$ cat src/rtl/oser8_tx_sched.sv
// Link sequencer in front of an OSER8: serializer reset, training burst, then
// round-robin packet arbitration of two requesters with idle fill.
module oser8_tx_sched #(
    parameter int         RST_CYCLES  = 8,
    parameter int         TRAIN_WORDS = 16,
    parameter logic [7:0] TRAIN_PAT   = 8'h6A,
    parameter logic [7:0] IDLE_WORD   = 8'h00,
    parameter logic [3:0] TX_OFF      = 4'hF
) (
    input  logic       PCLK,
    input  logic       RESET,
    input  logic       RETRAIN,
    input  logic       REQ0_VALID,
    input  logic [7:0] REQ0_DATA,
    input  logic       REQ0_LAST,
    input  logic       REQ1_VALID,
    input  logic [7:0] REQ1_DATA,
    input  logic       REQ1_LAST,
    output logic       REQ0_READY,
    output logic       REQ1_READY,
    output logic       SER_RESET,
    output logic [7:0] SER_D,
    output logic [3:0] SER_TX,
    output logic       LINK_UP,
    output logic [1:0] GRANT
);

    localparam int MAX_COUNT = (RST_CYCLES > TRAIN_WORDS) ? RST_CYCLES : TRAIN_WORDS;
    localparam int CW        = $clog2(MAX_COUNT + 1);
    localparam logic [CW-1:0] RST_LOAD   = CW'(RST_CYCLES);
    localparam logic [CW-1:0] TRAIN_LOAD = CW'(TRAIN_WORDS - 1);

    typedef enum logic [1:0] {
        ST_RST,
        ST_TRAIN,
        ST_IDLE,
        ST_DATA
    } state_t;

    state_t        state_q, state_d;
    logic [CW-1:0] cnt_q, cnt_d;
    logic          ptr_q, ptr_d;
    logic          owner_q, owner_d;
    logic          pending_q, pending_d;
    logic [1:0]    grant_q, grant_d;
    logic          serReset_q, serReset_d;
    logic [7:0]    serD_q, serD_d;
    logic [3:0]    serTx_q, serTx_d;
    logic          linkUp_q, linkUp_d;

    logic          pick1;
    logic          srcSel;
    logic          ready0, ready1;
    logic          accept;
    logic [7:0]    selData;
    logic          selLast;

    // Round-robin pick: the pointer names the favoured requester.
    assign pick1   = ptr_q ? (REQ1_VALID || !REQ0_VALID) : (!REQ0_VALID && REQ1_VALID);
    assign srcSel  = (state_q == ST_DATA) ? owner_q : pick1;
    assign selData = srcSel ? REQ1_DATA : REQ0_DATA;
    assign selLast = srcSel ? REQ1_LAST : REQ0_LAST;
    assign accept  = (REQ0_VALID && ready0) || (REQ1_VALID && ready1);

    always_comb begin
        state_d   = state_q;
        cnt_d     = cnt_q;
        ptr_d     = ptr_q;
        owner_d   = owner_q;
        pending_d = pending_q;
        grant_d   = grant_q;
        ready0    = 1'b0;
        ready1    = 1'b0;

        case (state_q)
            ST_RST: begin
                if (cnt_q == '0) begin
                    state_d = ST_TRAIN;
                    cnt_d   = TRAIN_LOAD;
                end else begin
                    cnt_d = cnt_q - CW'(1);
                end
            end
            ST_TRAIN: begin
                if (cnt_q == '0) begin
                    state_d = ST_IDLE;
                end else begin
                    cnt_d = cnt_q - CW'(1);
                end
            end
            ST_IDLE: begin
                // A retrain (fresh or deferred from a packet) wins over any new grant.
                if (RETRAIN || pending_q) begin
                    state_d   = ST_TRAIN;
                    cnt_d     = TRAIN_LOAD;
                    pending_d = 1'b0;
                end else if (REQ0_VALID || REQ1_VALID) begin
                    ready0 = !pick1;
                    ready1 = pick1;
                    if (!selLast) begin
                        state_d = ST_DATA;
                        owner_d = pick1;
                        grant_d = pick1 ? 2'b10 : 2'b01;
                    end else begin
                        ptr_d = !pick1;
                    end
                end
            end
            ST_DATA: begin
                ready0    = !owner_q && REQ0_VALID;
                ready1    = owner_q && REQ1_VALID;
                pending_d = pending_q || RETRAIN;
                if (accept && selLast) begin
                    state_d = ST_IDLE;
                    grant_d = 2'b00;
                    ptr_d   = !owner_q;
                end
            end
            default: begin
                state_d = ST_RST;
                cnt_d   = RST_LOAD;
            end
        endcase

        serReset_d = (state_d == ST_RST);
        serTx_d    = (state_d == ST_RST) ? TX_OFF : 4'h0;
        linkUp_d   = (state_d == ST_IDLE) || (state_d == ST_DATA);
        if (accept) begin
            serD_d = selData;
        end else if (state_d == ST_TRAIN) begin
            serD_d = TRAIN_PAT;
        end else begin
            serD_d = IDLE_WORD;
        end
    end

    // Reset aborts any packet and drops a deferred retrain.
    always_ff @(posedge PCLK) begin
        if (RESET) begin
            state_q    <= ST_RST;
            cnt_q      <= RST_LOAD;
            ptr_q      <= 1'b0;
            owner_q    <= 1'b0;
            pending_q  <= 1'b0;
            grant_q    <= 2'b00;
            serReset_q <= 1'b1;
            serD_q     <= IDLE_WORD;
            serTx_q    <= TX_OFF;
            linkUp_q   <= 1'b0;
        end else begin
            state_q    <= state_d;
            cnt_q      <= cnt_d;
            ptr_q      <= ptr_d;
            owner_q    <= owner_d;
            pending_q  <= pending_d;
            grant_q    <= grant_d;
            serReset_q <= serReset_d;
            serD_q     <= serD_d;
            serTx_q    <= serTx_d;
            linkUp_q   <= linkUp_d;
        end
    end

    assign REQ0_READY = ready0;
    assign REQ1_READY = ready1;
    assign SER_RESET  = serReset_q;
    assign SER_D      = serD_q;
    assign SER_TX     = serTx_q;
    assign LINK_UP    = linkUp_q;
    assign GRANT      = grant_q;

endmodule

$ cat config.mk
export PLATFORM = sky130hd
export DESIGN_NAME = oser8_tx_sched
export DESIGN_NICKNAME = d
export VERILOG_FILES = /design/src/rtl/oser8_tx_sched.sv
export SDC_FILE = /design/constraint.sdc
export NUM_CORES = 1
export LEC_CHECK = 0
export CAP_MARGIN = 0
export CORE_UTILIZATION = 49
export CTS_BUF_LIST = sky130_fd_sc_hd__clkbuf_4 sky130_fd_sc_hd__clkbuf_8 sky130_fd_sc_hd__clkbuf_16
export DETAILED_ROUTE_END_ITERATION = 6
export PLACE_DENSITY = 0.84
export RECOVER_POWER = 100
export SKIP_LAST_GASP = 1
export SLEW_MARGIN = 40
export SYNTH_ARGS = -nofsm -noshare
export SYNTH_HDL_FRONTEND = slang
export SYNTH_SLANG_ARGS = --single-unit
$ cat constraint.sdc
create_clock -name PCLK -period 5.3 [get_ports PCLK]
set_input_delay 0.53 -clock PCLK [delete_from_list [all_inputs] [get_ports PCLK]]
set_output_delay 0.53 -clock PCLK [all_outputs]
set_load 0.02 [all_outputs]
==> parameters.txt <==
Parameter                              Value

Critical path
  Arrival time at the worst endpoint ... 2.75 ns
  Cell breakdown of the critical path ... ha_1 -> nor3b_1 -> nand2_1 -> a21boi_0 -> dlygate4sd3_1
  CP delay by family, top ... simple AND/OR/NAND/NOR gates
  R2r startpoint ... state_q[1]$_SDFF_PP0_
  Kind of end point of the critical path ... primary output
  Startpoint kind of the worst setup timing path ... register
  Buf+Inv Stages, Crit Path ... 1
  Largest driver fanout on the critical path ... 7
  Required time of the worst setup path ... 4.77 ns
  Category of the critical setup timing path ... reg -> out
  CP max-delay cell ... dlygate4sd3_1
  Max incr delay on CP ... 0.71 ns
  Flop-to-flop setup slack ... 2.85 ns
  Count of cells along the worst register-to-register path ... 6
  Reg-to-Reg End ... GRANT[1]$_SDFFE_PP0P_

Clock network
  Maximum number of buffers from clock root to sink ... 2
  Reg clk slew, reported paths ... around 0.12 ns
  Clock tree from TritonCTS ... yes
  Clock tree root driver cell ... clkbuf_4
  Number of buffers added for setup after CTS ... 0
  Cts-stage hold buffer count ... 0
  Deepest level of the CTS H-tree ... 1
  Number of buffers added by the clock tree synthesis step ... 3
  Cells resized by post-CTS repair ... 0
  Sink Count ... 21
  Source-to-sink clock delay at the later pin of the worst-skew pair ... 0.31 ns

Worst hold path
  Startpoint of the most critical hold path ... GRANT[0]$_SDFFE_PP0P_
  Number of cells on the worst hold path ... 2
  Hold crit path type ... reg -> reg
  Worst hold endpoint ... GRANT[0]$_SDFFE_PP0P_

Global routing
  Number of global-route vias before repair ... 1143
  Global-route wire length before repair ... 4809 um
  Number of antenna violations at the first check in global routing ... 0
  GR Util met3 ... 0.05650
  Peak-usage layer in the global routing report ... met2
  Global router's overall resource usage ... 0.2322
  Pin count of the biggest net entering global routing ... 18
  Total congestion overflow ... 0
  Met1 routing resource usage after global routing ... 0.2718
  Met2 Use GR ... 0.3909

Timing
  Post-route clock skew ... 0.002876 ns
  Minimum clock period ... 3.281 ns
  Timing-limited maximum frequency ... 304.8 MHz
  Final slew viol count ... 0
  Slew at the pin with the worst max-slew slack ... 0.7423 ns
  Setup repair after global routing missed its margin ... no
  Number of endpoints with negative hold slack in the final report ... 0
  Setup violation total in the final timing report ... 0
  Final critical-path share of the clock period ... 0.6190
  Setup_tns ... 0 ns
  Worst path setup slack after routing ... between 2 and 2.5 ns
  Slew Limit Headroom ... 0.5022
  Worst hold-check slack ... 0.4778 ns

Final layout
  Fin nets ... 211
  Fill cell count ... 219
  Antenna diode count ... 0
  Total non-filler cell area in the finished layout ... 1672 um^2
  Fraction of final layout cells with drive strength greater than 1 ... 0.07735
  Area growth, synth to finish ... 27.48%
  Total area of multi-input combinational cells ... roughly 750 um^2
  Register area ... approximately 420 um^2

Synth
  Mean instance size in the synthesized netlist ... 8.981 um^2
  Dominant synthesized flop cell ... dfxtp_1
  Cell taking the most area after synthesis ... dfxtp_1
  Netlist Area Pre-Place ... 1311 um^2
  Share of synthesized area occupied by flip-flops and latches ... 0.3206
  Async set-reset flop share out of synthesis ... 0
  Number of flops mapped to enable cells by yosys ... 0
  Number of standard cells after synthesis ... 146
  Proportion of netlist area held by the largest area contributor ... 0.3206
  Ranking of synthesized cells by area ... dfxtp_1, mux2i_1, ha_1
  Post-synth net total ... 175
  Number of different library cells in the post-synthesis netlist ... 47
  Number of synthesized register bits ... 21
  Number of warnings issued by yosys ... 0

Floorplan
  Initial Util ... 0.5245
  Row count ... 18
  Full die area ... 2887 um^2
  Horizontal die dimension ... approximately 54 um
  Die Y-Extent ... 53.73 um
  Num ports ... 41
  Core Box Area ... 2500 um^2

Detailed routing
  Mean routed wirelength per cell ... 13.78 um
  Total via count after detailed routing ... 1178
  Post-route ant nets ... 0
  First-pass detailed-route iteration total ... 4
  Routed wire length ... 2907 um
  Routed vias/inst ... around 5.6
  Detailed-route DRC error count ... 0
  Violation count after the first detailed-routing iteration ... 23

Placed design
  Dpl ws ... 2.523 ns
  Count of buffers from port buffering ... 40
  Final weighted congestion in routability-driven placement ... 0.8448
  Placed cell areas ... 1694 um^2
  Detailed-placement wirelength estimate ... 2308 um

Power
  Maximum vdd drop ... between 0.2 and 0.3 mV
  Leakage dissipation ... 0.6695 nW
  Power per unit of standard cell area ... slightly above 300 nW/um^2

Job
  Number of violations of the max-capacitance limit ... 0

Outcome
  Outcome ... completed
-- state kept, by name, summed over array words and instances, names as in the netlist --
register / flops
SER_TX: 1
pending_q: 1
SER_D: 8
owner_q: 1
ptr_q: 1
state_q: 2
cnt_q: 5
GRANT: 2
-- cell families (layout without fill, tap and decap cells) --
group | count (synthesis) | count (layout) | synth area share
AO/OA/AOI/OAI | 44 | 44 | 0.2710
adder cells (fa/ha/maj) | 6 | 6 | 0.05725
AND/OR/NAND/NOR | 46 | 46 | 0.2032
multiplexers | 10 | 10 | 0.07729
flip-flops | 21 | 21 | 0.3206
buffers and inverters | 19 | 54 | 0.07062
-- cell usage in the layout (no fill, tap or decap), drive strengths merged, types with 2 or more instances in the layout --
master and n:
dfxtp 21, clkdlybuf4s50 21, dlygate4sd3 19, nor2 14, inv 10, nand2 10
mux2i 9, o21ai 8, a21oi 7, ha 6, nor3 4, o22ai 4
nand2b 4, a21boi 3, a21o 3, clkbuf 3, a211oi 3, nor3b 2
nor2b 2, a211o 2, nor4 2, or2 2, a31oi 2, o32ai 2
o211ai 2
-- worst max path at each step --
stage | start | cells after the start | to
finish | state_q[1]$_SDFF_PP0_ | 5 | REQ1_READY
global route | state_q[1]$_SDFF_PP0_ | 5 | REQ1_READY
CTS | state_q[1]$_SDFF_PP0_ | 5 | REQ1_READY
detailed placement | RETRAIN | 5 | REQ1_READY
global placement | RETRAIN | 5 | REQ1_READY
floorplan | state_q[1]$_SDFF_PP0_ | 4 | REQ1_READY
-- synthesized netlist by cell type, types with 3 or more instances --
master    instances
o21ai_0           8
nor3_1            4
a21oi_1           6
mux2i_1           9
dfxtp_1          21
buf_4             5
nand2b_1          3
nor2_1           14
o22ai_1           4
nand2_1           9
a21o_1            3
ha_1              6
inv_1            10
-- area by class of cell --
type / instances / area share
multi-input cells: 106 / 0.4476
flip-flops and latches: 21 / 0.2515
repair buffers: 40 / 0.2395
inverters: 10 / 0.02246
well taps: 30 / 0.02246
clock buffers: 3 / 0.01347
clock inverters: 1 / 0.002994
-- worst min-delay path, cell delays in order, from the launching register on --
cell and delay (ns):
dfxtp_1 0.33, inv_1 0.04, o32ai_1 0.07
-- metrics by stage --
stage | power, mW | util | std cells
CTS | 0.5273 | 0.6887 | 211
global placement | 0.4378 | 0.6777 | 207
floorplan | 0.3754 | - | 146
finish | 0.5100 | 0.6687 | 211
detailed placement | 0.4488 | 0.6777 | 207
global route | 0.5456 | 0.6687 | 211
-- routing by layer --
layer | wire length [um] | share of wire | up-vias
li1 | - | - | 596
met1 | 1248 | 0.43 | 537
met2 | 1401 | 0.48 | 41
met3 | 204 | 0.070 | 4
met4 | 52 | 0.018 | 0
met5 | 0 | 0 | -
-- where the power goes --
group	leakage [nW]	total (mW)	internal (mW)	switching (mW)
Sequential	0.171	0.207	0.185	0.0220
Clock	0.0177	0.0787	0.0282	0.0505
Combinational	0.481	0.224	0.110	0.114
Total	0.670	0.510	0.323	0.187
No activity file was read; power rests on OpenSTA's default activity.
